### src/rtl/mult_pkg.sv
// Shared types and helpers for the sequential shift-add multiplier.
package mult_pkg;

  typedef enum logic [1:0] {
    S_IDLE = 2'd0,
    S_RUN  = 2'd1,
    S_SIGN = 2'd2,
    S_DONE = 2'd3
  } state_t;

  // Edges from the load edge until Done is observed high.
  function automatic int latency(input int w);
    return w + 2;
  endfunction

endpackage

### src/rtl/mult_ctrl.sv
// Multiplier control: FSM and step counter.
// Strobes are decoded from state; Idle/Done are registered copies of the state.
module mult_ctrl
  import mult_pkg::*;
#(
  parameter int WIDTH = 8,
  parameter int CW    = $clog2(WIDTH)
) (
  input  logic          Clk,
  input  logic          Reset,
  input  logic          St,
  input  logic          last,
  output logic          load,
  output logic          step,
  output logic          fix,
  output logic          Idle,
  output logic          Done,
  output logic [CW-1:0] cnt
);

  state_t state;

  assign load = (state == S_IDLE) && St;
  assign step = (state == S_RUN);
  assign fix  = (state == S_SIGN);

  always_ff @(posedge Clk) begin
    if (Reset) begin
      state <= S_IDLE;
      cnt   <= '0;
      Idle  <= 1'b1;
      Done  <= 1'b0;
    end else begin
      Idle <= (state == S_IDLE);
      Done <= (state == S_DONE);
      case (state)
        S_IDLE: if (St) begin
          cnt   <= '0;
          state <= S_RUN;
        end
        S_RUN: begin
          if (last) state <= S_SIGN;
          else      cnt   <= cnt + 1'b1;
        end
        S_SIGN: state <= S_DONE;
        S_DONE: if (!St) state <= S_IDLE;
        default: state <= S_IDLE;
      endcase
    end
  end

endmodule

### src/rtl/seq_multiplier.sv
// WIDTH x WIDTH shift-add multiplier, unsigned or signed per operation.
// Signed operands are multiplied as magnitudes and the product negated once at the end.
module seq_multiplier
  import mult_pkg::*;
#(
  parameter int WIDTH = 8
) (
  input  logic                 Clk,
  input  logic                 Reset,
  input  logic                 St,
  input  logic                 Signed,
  input  logic [WIDTH-1:0]     Mcand,
  input  logic [WIDTH-1:0]     Mplier,
  output logic                 Idle,
  output logic                 Done,
  output logic [2*WIDTH-1:0]   Product
);

  localparam int CW = $clog2(WIDTH);

  logic             load, step, fix, last;
  logic [CW-1:0]    cnt;
  logic [WIDTH-1:0] mag_cand, a_mag, b_mag, addend;
  logic [WIDTH:0]   sum;
  logic             neg;

  mult_ctrl #(.WIDTH(WIDTH), .CW(CW)) u_ctrl (
    .Clk   (Clk),
    .Reset (Reset),
    .St    (St),
    .last  (last),
    .load  (load),
    .step  (step),
    .fix   (fix),
    .Idle  (Idle),
    .Done  (Done),
    .cnt   (cnt)
  );

  assign last = (cnt == CW'(WIDTH - 1));

  // -2^(W-1) negates to itself, which reads correctly as an unsigned magnitude.
  always_comb begin
    a_mag  = (Signed && Mcand[WIDTH-1])  ? -Mcand  : Mcand;
    b_mag  = (Signed && Mplier[WIDTH-1]) ? -Mplier : Mplier;
    addend = Product[0] ? mag_cand : '0;
    sum    = {1'b0, Product[2*WIDTH-1:WIDTH]} + {1'b0, addend};
  end

  always_ff @(posedge Clk) begin
    if (Reset) begin
      Product  <= '0;
      mag_cand <= '0;
      neg      <= 1'b0;
    end else if (load) begin
      Product  <= {{WIDTH{1'b0}}, b_mag};
      mag_cand <= a_mag;
      neg      <= Signed & (Mcand[WIDTH-1] ^ Mplier[WIDTH-1]);
    end else if (step) begin
      // Carry out of the add lands in the top bit after the shift.
      Product <= {sum, Product[WIDTH-1:1]};
    end else if (fix && neg) begin
      Product <= -Product;
    end
  end

endmodule

### config.mk
export PLATFORM = sky130hd
export DESIGN_NAME = seq_multiplier
export DESIGN_NICKNAME = d
export VERILOG_FILES = /design/src/rtl/mult_pkg.sv /design/src/rtl/mult_ctrl.sv /design/src/rtl/seq_multiplier.sv
export SDC_FILE = /design/constraint.sdc
export NUM_CORES = 1
export LEC_CHECK = 0
export CAP_MARGIN = 25
export CORE_MARGIN = 2
export CORE_UTILIZATION = 55
export CTS_CLUSTER_DIAMETER = 80
export DETAILED_ROUTE_END_ITERATION = 8
export PLACE_DENSITY = 0.82
export SLEW_MARGIN = 20
export SYNTH_ARGS = -nofsm -noshare
export SYNTH_HDL_FRONTEND = slang
export SYNTH_SLANG_ARGS = --single-unit
### constraint.sdc
create_clock -name Clk -period 5.4 [get_ports Clk]
set_input_delay 0.81 -clock Clk [delete_from_list [all_inputs] [get_ports Clk]]
set_output_delay 0.81 -clock Clk [all_outputs]
set_load 0.02 [all_outputs]
======== After elaboration in Yosys (flattened, before gate mapping) ========
Index checks and enable logic that the tools add are counted.
storage, ports and cells
  output and inout bits ................... 18
  register bits after elaboration ......... 32
  input port bits ......................... 20
operators by class
  multiplexer cells ....................... 13
  eq/ne operators ......................... 8
  bitwise operators ....................... 2
  $add $sub $neg .......................... 5
  reduce and logical (&&, ||, !) cells .... 11
operator list
  kind                                                    number
  2-to-1 mux 16 bit                                       2
  2-to-1 mux 8 bit                                        4
  negator 16 bit                                          1
  negator 8 bit                                           2
  adder 8 x 8 -> 9 bit                                    1
  one-hot mux 2 bit (4 select lines)                      1
  2-to-1 mux 2 bit                                        3
  2-to-1 mux 3 bit                                        2
  inequality test 2 bit (second input constant)           3
  one-hot mux 3 bit (2 select lines)                      1
  AND reduction 3 bit                                     2
  == test 2 bit (second input constant)                   2
  logical AND 1 bit                                       4
  nonzero test 2 bit                                      2
  adder 3 x 1 -> 3 bit (second input constant)            1
  == test 3 bit (second input constant)                   1
  nonzero test 3 bit                                      1
  == test 2 x 1 -> 1 bit (second input constant)          1
  zero test 2 bit                                         1
  inequality test 2 x 1 -> 1 bit (second input constant)  1
  OR reduction 2 bit                                      1
  bitwise AND 1 bit                                       1
  bitwise XOR 1 bit                                       1

======== Longest topological paths before layout ========
Gate-level depths: netlist (run 1).
  depth after elaboration ................. 5
  depth in mapped cells ................... 10
  depth with buffers taken out ............ 9

======== Hierarchy ========
A second synthesis (run 1) with hierarchy kept.
second synthesis, totals
  cells, all modules ...................... 294
  area total of the unflattened synthesis .. 2368.5 um^2
modules (own cells, without submodules)
  module          times used  cells an instance  seq. area each (um^2)  area an instance (um^2)
  seq_multiplier  1           250                500.5                  1955.6
  mult_ctrl       1           44                 140.1                  412.9

======== Worst setup path before layout (run 1) ========
Ideal clock, no wire load.
  path type ............................... reg2reg
  start ................................... reg Product[0]
  end ..................................... reg Product[15]
  slack ................................... 3.003 ns
  data required time ...................... 5.333 ns
  cell stages (with the launch flop) ...... 11
  arrival ................................. 2.330 ns
  buffers on the path ..................... 1
  period minus slack after synthesis ...... 2.397 ns
  cell sequence ........................... dfxtp_1 -> clkbuf_1 -> and2_1 -> ha_1 -> inv_1 -> fa_1 -> nand2b_1 -> a211oi_1 -> o211ai_1 -> a22o_1 -> a21oi_2
between the ends
  longest elaborated chain between the ends .. 3
  elaborated cells between the ends (all ways) .. 5
  classes of those cells .................. add/sub: 2; mux: 3
ends and longest elaborated chain
  what                                                              RTL line                                    source
  start, declared                                                   seq_multiplier.sv:16                        output logic [2*WIDTH-1:0] Product
  start signal, assigned                                            seq_multiplier.sv:56                        Product <= {{WIDTH{1'b0}}, b_mag};
  start signal, assigned                                            seq_multiplier.sv:61                        Product <= {sum, Product[WIDTH-1:1]};
  start signal, assigned                                            seq_multiplier.sv:63                        Product <= -Product;
  negator 16 bit / 2-to-1 mux 8 bit (equally long branches)         seq_multiplier.sv:63, seq_multiplier.sv:46
  2-to-1 mux 16 bit / adder 8 x 8 -> 9 bit (equally long branches)  seq_multiplier.sv:62, seq_multiplier.sv:47
  2-to-1 mux 16 bit *                                               seq_multiplier.sv:59                        end else if (step) begin
Mark *: on every way between the ends. The rest lies on a longest branch, timed or not. The select of a mux whose other input is x is not followed.
A chain may end at the register's enable or synchronous reset.

======== Worst setup path after layout (run 1) ========
  start ................................... reg u_ctrl.state[1]
  end ..................................... reg Product[15]
between the ends
  longest elaborated chain between the ends .. 3
  elaborated cells between the ends (all ways) .. 8
  classes of those cells .................. eq/ne: 2; mux: 1; reduce/logical: 5
ends and longest elaborated chain
  what                                                                       RTL line                               source
  start, declared                                                            mult_ctrl.sv:21                        state_t state;
  start signal, assigned                                                     mult_ctrl.sv:29                        state <= S_IDLE;
  start signal, assigned                                                     mult_ctrl.sv:39                        state <= S_RUN;
  start signal, assigned                                                     mult_ctrl.sv:42                        if (last) state <= S_SIGN;
  == test 2 bit / zero test 2 bit (equally long branches)                    mult_ctrl.sv:25, mult_ctrl.sv:23
  logical AND 1 bit, on equally long branches                                seq_multiplier.sv:62, mult_ctrl.sv:23
  nonzero test 2 bit (no line) / OR reduction 2 bit (equally long branches)  --
Several ways; a longest one is shown, not always the timed one.

==> impl_metrics.yaml, run 1 <==
die:
  die_area_um2: 4693
  coreArea_um2: 4000
  die_h_um: 68.51
  fp.dieW_um: 68.51
  ios: 38
  initial_core_util_pct: 57.21
  rows: 23
synthesis:
  synth_edf_count: 0
  synth-main-ff-cell: "dfxtp_1"
  synth_fp_nets: 318
  syn_inst: 280
  synthArstFlopShare_pct: 0
  synth.avg_cell_area_um2: 8.173
  ys_types: 50
  synth_area_um2: 2288
  synth_seq_area_share_pct: 27.99
  synth_seq_cells: 32
  yosys_warnings: 0
grt:
  grt_pass1_wl_um: 8583
  antenna_found_initial: 0
  track_usage_pct: 24.61
  grt_max_degree: 26
  overflow: 0
  grt_pass1_vias: 1912
power:
  clockPowerShare_pct: 13.4
  ir_drop_v: 0.0002133
  power.density_nw_per_um2: 463.8
  internal-power_mw: 0.6947
  power_frac_comb_pct: 54.5
  seqPwrFrac_pct: 32.1
  swShare_pct: 45.44
  p_switching_mw: 0.5785
  p_leak_nw: 1.073
timing:
  final.setup.tns_ps: 0
  final-setup-viol-count: 0
  worst_pin_slew_ps: 933.2
  final_max_slew_viol_count: 0
  maxSlewHeadroom_pct: 37.79
  hold_viol: 0
  finalCritPeriodShare_pct: 46.55
  rsz0062_at_grt: "no"
  fmax_mhz: 397.8
  timing.hold.ws_ps: 458.8
  fin_crit_ps: 2514
  fin_skew_ps: 6.235
place:
  gp_congestion: 0.7870
  port_buffers: 37
  dpl.hpwl_um: 3919
min_path:
  min_path_type: "register to register"
route:
  vias: 2138
  ant_nets: 0
  post_drt_wl_per_cell_um: 14.56
  via_per_inst: 5.922
  drc: 0
  routed_wirelength_um: 5257
  first_iter_violations: 156
  firstDrtPassIters: 5
critical_path:
  critPathKind: "register to register"
  cp_max_fo: 25
  critPathCaptureType: "register"
  cp-start-kind: "register"
  r2r_setup_slack_ps: 2890
  worstPathRequired_ps: 5560
  crit_arrival_ps: 2670
clock_tree:
  worstSkewPairLatency_ps: 280
  cts-htree-levels: 2
  hold_buffers: 0
  cts_resized: 0
  clock_path_buffers: 2
  ctsRootBufferMaster: "clkbuf_8"
  cts_tree: "done"
  clkSinkCount: 32
  cts-buffers-inserted: 5
  path_clk_slew_ps: 70
  post_cts_buffers: 0
cells_and_area:
  antenna_cells: 0
  nFillCells: 337
  nNetsFinal: 349
  drive_gt1_share_pct: 4.502
  syn_to_final_growth_pct: 19.96
status:
  outcome: "complete, no violations"
flow_run:
  maxCapViolations: 0
==> layer usage <==
metal | global-route usage, % | part of all wire (%)
met5 | 0 | 0
met2 | 40.75 | 48
met3 | 6.006 | 5.5
met4 | 9.500 | 2.2
met1 | 30.74 | 44
==> worst max-delay path, cell delays in order, from the launching register on <==
cell      delay [ps]
dfxtp_1          340
inv_1             90
ha_1             770
clkinv_1         570
a211oi_1         350
a22o_1           210
a21oi_2           50
==> sequential cells by signal, summed over array words and instances (netlist names) <==
signal / cells
Product: 16
mag_cand: 8
neg: 1
u_ctrl.Done: 1
u_ctrl.Idle: 1
u_ctrl.cnt: 3
u_ctrl.state: 2
==> layout make-up <==
type,instances,area (um^2),area share (%)
clock inverters,1,5.005,0.1823
repair buffers,37,370.4,13.49
flip-flops and latches,32,640.6,23.34
clock buffers,6,72.57,2.644
well taps,50,62.56,2.279
inverters,16,60.06,2.188
multi-input cells,219,1534,55.88
==> cells by family after synthesis <==
family / synth area share [%]
AND/OR/NAND/NOR: 24.00
AO/OA/AOI/OAI: 21.49
flip-flops: 27.99
buffers and inverters: 4.975
XOR/XNOR: 9.185
adder cells (fa/ha/maj): 10.17
multiplexers: 2.187
==> worst paths after layout <==
path	cells past startpoint	to	start
worst max register to register	6	Product[15]	u_ctrl.state[1]
worst max-delay path	6	Product[15]	u_ctrl.state[1]
worst min-delay path	2	mag_cand[7]	mag_cand[7]
worst min register to register	2	mag_cand[7]	mag_cand[7]
==> power by group through the flow <==
stage	registers [mW]	clock network (mW)	logic, mW
floorplan	0.438	0	0.454
global placement	0.411	0	0.676
detailed placement	0.413	0	0.687
CTS	0.408	0.172	0.692
global route	0.421	0.183	0.765
finish	0.409	0.171	0.694
==> cell usage after synthesis, drive strengths merged, types with 2 or more instances <==
cell type,count,area share (%)
a21oi,14,3.2
a311oi,4,1.5
xor2,13,5.0
a31oi,9,2.5
or3,2,0.55
nor2,32,5.2
buf,6,1.2
dfxtp,32,28
o22ai,2,0.55
a211oi,18,5.9
ha,17,9.3
a22oi,2,0.66
o21ai,7,1.5
nand4,2,0.55
nor4,4,2.4
clkbuf,7,1.1
nor3,10,2.7
nand3b,3,0.98
nand3,8,1.7
nor2b,2,0.55
or2,2,0.55
mux2i,5,2.2
a21boi,2,0.66
and2,9,2.5
o32ai,2,0.77
nand2,17,2.8
xnor2,11,4.2
nand2b,7,1.9
nor3b,3,1.2
inv,15,2.5
==> stage by stage <==
| step | std cells | total power [mW] | instance area [um^2] | setup slack, ps | utilization (%) |
|---|---|---|---|---|---|
| after floorplan | 280 | 0.8920 | 2288 | 3003 | - |
| after global placement | 354 | 1.086 | 2668 | 2835 | 66.69 |
| after detailed placement | 354 | 1.101 | 2668 | 2800 | 66.69 |
| after CTS | 361 | 1.273 | 2745 | 2894 | 68.63 |
| after global routing | 361 | 1.368 | 2745 | 2716 | 68.63 |
| final | 361 | 1.273 | 2745 | 2886 | 68.63 |
==> cells in the final DEF (no fill, tap or decap), types with 2 or more instances in the layout <==
master,Yosys,routed
xnor2_1,11,11
nand3_1,8,8
nand3b_1,3,3
a21boi_1,2,2
nor4_4,2,2
or3_1,2,2
o22ai_1,2,2
nor3_1,9,9
nor2b_1,2,2
ha_1,17,17
mux2i_1,5,5
nor4_1,2,2
o21ai_0,6,6
and2_1,9,9
nand2b_1,7,7
o32ai_1,2,2
a22oi_1,2,2
clkdlybuf4s50_1,0,37
nand2_1,17,17
clkbuf_8,0,5
a31oi_1,9,9
a311oi_1,4,4
nand4_1,2,2
inv_1,15,15
a21oi_1,13,13
a211oi_1,18,18
xor2_1,13,13
nor3b_1,2,2
nor2_1,32,32
dfxtp_1,32,32
No activity file was read; power rests on OpenSTA's default activity.
==> run 2: changes to the inputs <==
Settings changed: CORE_UTILIZATION 55 to 48, PLACE_DENSITY 0.82 to 0.76.
Clock period 5.4 ns to 2 ns, I/O delays scaled along.
==> impl_metrics.yaml, run 2 (synthesized netlist as in run 1, its figures left out) <==
timing:
  rsz0062_at_grt: "no"
  hold_viol: 0
  worst_pin_slew_ps: 438.2
  final_max_slew_viol_count: 0
  final-setup-viol-count: 0
  fin_skew_ps: 4.906
  final.setup.tns_ps: 0
  finalCritPeriodShare_pct: 93.99
  fmax_mhz: 532.0
  maxSlewHeadroom_pct: 70.79
  fin_crit_ps: 1880
cells_and_area:
  syn_to_final_growth_pct: 27.67
  drive_gt1_share_pct: 11.66
  final_cell_mix: "clkdlybuf4s50_1, nor2_1, dfxtp_1"
  reg_top3: "Product x16, mag_cand x8, u_ctrl.cnt x3"
  post-route-util_pct: 62.68
  nNetsFinal: 363
  antenna_cells: 0
  regMostFlops: "Product"
  layout_commonest_cell: "clkdlybuf4s50_1"
  largest_register_ffs: 16
clock_tree:
  clock_path_buffers: 2
  hold_buffers: 0
  ctsRootBufferMaster: "clkbuf_8"
  worstSkewPairLatency_ps: 280
  cts_tree: "done"
  clkSinkCount: 32
  path_clk_slew_ps: 70
  cts-buffers-inserted: 5
  cts-htree-levels: 2
min_path:
  holdPathStages: 2
  min_path_type: "register to register"
grt:
  grt_max_degree: 24
  overflow: 0
  grt_pass1_vias: 1953
  track_usage_pct: 20.68
  grt_pass1_wl_um: 8680
  antenna_found_initial: 0
critical_path:
  cp_max_fo: 6
  cp.depth: 9
  worstPathRequired_ps: 2220
  cp-start-kind: "register"
  r2r_cells: 9
  critPathSlowestCell: "dfxtp_4"
  critPathKind: "register to register"
  crit_arrival_ps: 2100
  worstPathCellList: "and2_4 > ha_4 > inv_2 > fa_2 > nand2b_4 > a211oi_2 > o211ai_1 > a22o_1 > a21oi_2"
  max_stage_delay_ps: 360
  critPathCaptureType: "register"
  crit_buf_inv: 1
  critPathTopFamily: "compound AO/OA/AOI/OAI gates"
die:
  die_area_um2: 5336
  die_h_um: 73.05
  fp.dieW_um: 73.05
  initial_core_util_pct: 49.10
  ios: 38
  coreArea_um2: 4661
  rows: 25
route:
  ant_nets: 0
  firstDrtPassIters: 4
  routed_wirelength_um: 5104
  post_drt_wl_per_cell_um: 13.43
  vias: 2140
  first_iter_violations: 90
  via_per_inst: 5.632
  drc: 0
power:
  ir_drop_v: 0.0005486
  power.density_nw_per_um2: 1269
  p_leak_nw: 1.168
flow_run:
  maxCapViolations: 0
status:
  outcome: "complete, no violations"
place:
  port_buffers: 37
  gp_congestion: 0.8572
  dpl.hpwl_um: 4042
==> run 2: cell types whose count changed in the layout (fill, tap and decap cells not counted), sizes merged <==
cell    previous run  this run
clkinv             2         3
buf                0        14
==> run 2: area by class of cell <==
cell class,instances,area [um^2]
clock buffer,6,82.58
clock inverter,2,10.01
fill,432,1739
inverter,16,60.06
multi-input combinational,219,1569
sequential,32,644.4
tap,54,67.56
timing repair buffer,51,488.0
==> run 2: through the flow <==
step / hold slack [ps] / setup slack (ps) / cells / instance area (um^2) / power, mW
floorplan: 371.6 / -24.06 / 280 / 2332 / 2.442
global placement: 443.4 / 128.3 / 372 / 2824 / 3.164
detailed placement: 448.3 / 99.29 / 372 / 2824 / 3.194
CTS: 457.4 / 79.28 / 380 / 2917 / 3.718
global route: 493.0 / 17.58 / 380 / 2922 / 4.001
finish: 456.7 / 120.2 / 380 / 2922 / 3.706
==> run 2: repair_timing <==
item	CTS	global route
buffers inserted	0	0
gates resized for setup	0	1
setup endpoints to repair	0	4
==> run 2: routing by layer <==
metal  global-route usage, %  vias up  part of all wire, %
met3                   3.729        2                  4.1
met2                   34.33       51                   48
met5                       0        -                    0
li1                        -     1099                    -
met1                   27.23      988                   47
met4                   6.173        0                 0.47
==> run 2: path summary, 6_finish.rpt <==
kind | endpoint | start | slack (ps)
worst max-delay path | Product[15] | Product[0] | 120
worst min-delay path | mag_cand[0] | mag_cand[0] | 460
worst max register to register | Product[15] | Product[0] | 120
worst min register to register | mag_cand[0] | mag_cand[0] | 460
==> run 2: power breakdown <==
group / internal [mW] / switching [mW]
combinational: 0.982 / 1.15
clock: 0.274 / 0.237
sequential: 0.835 / 0.227
==> run 2: worst min-delay path, cell delays in order, from the launching register on <==
cell and delay, ps:
dfxtp_1 310, nand2_1 50, a21oi_1 50
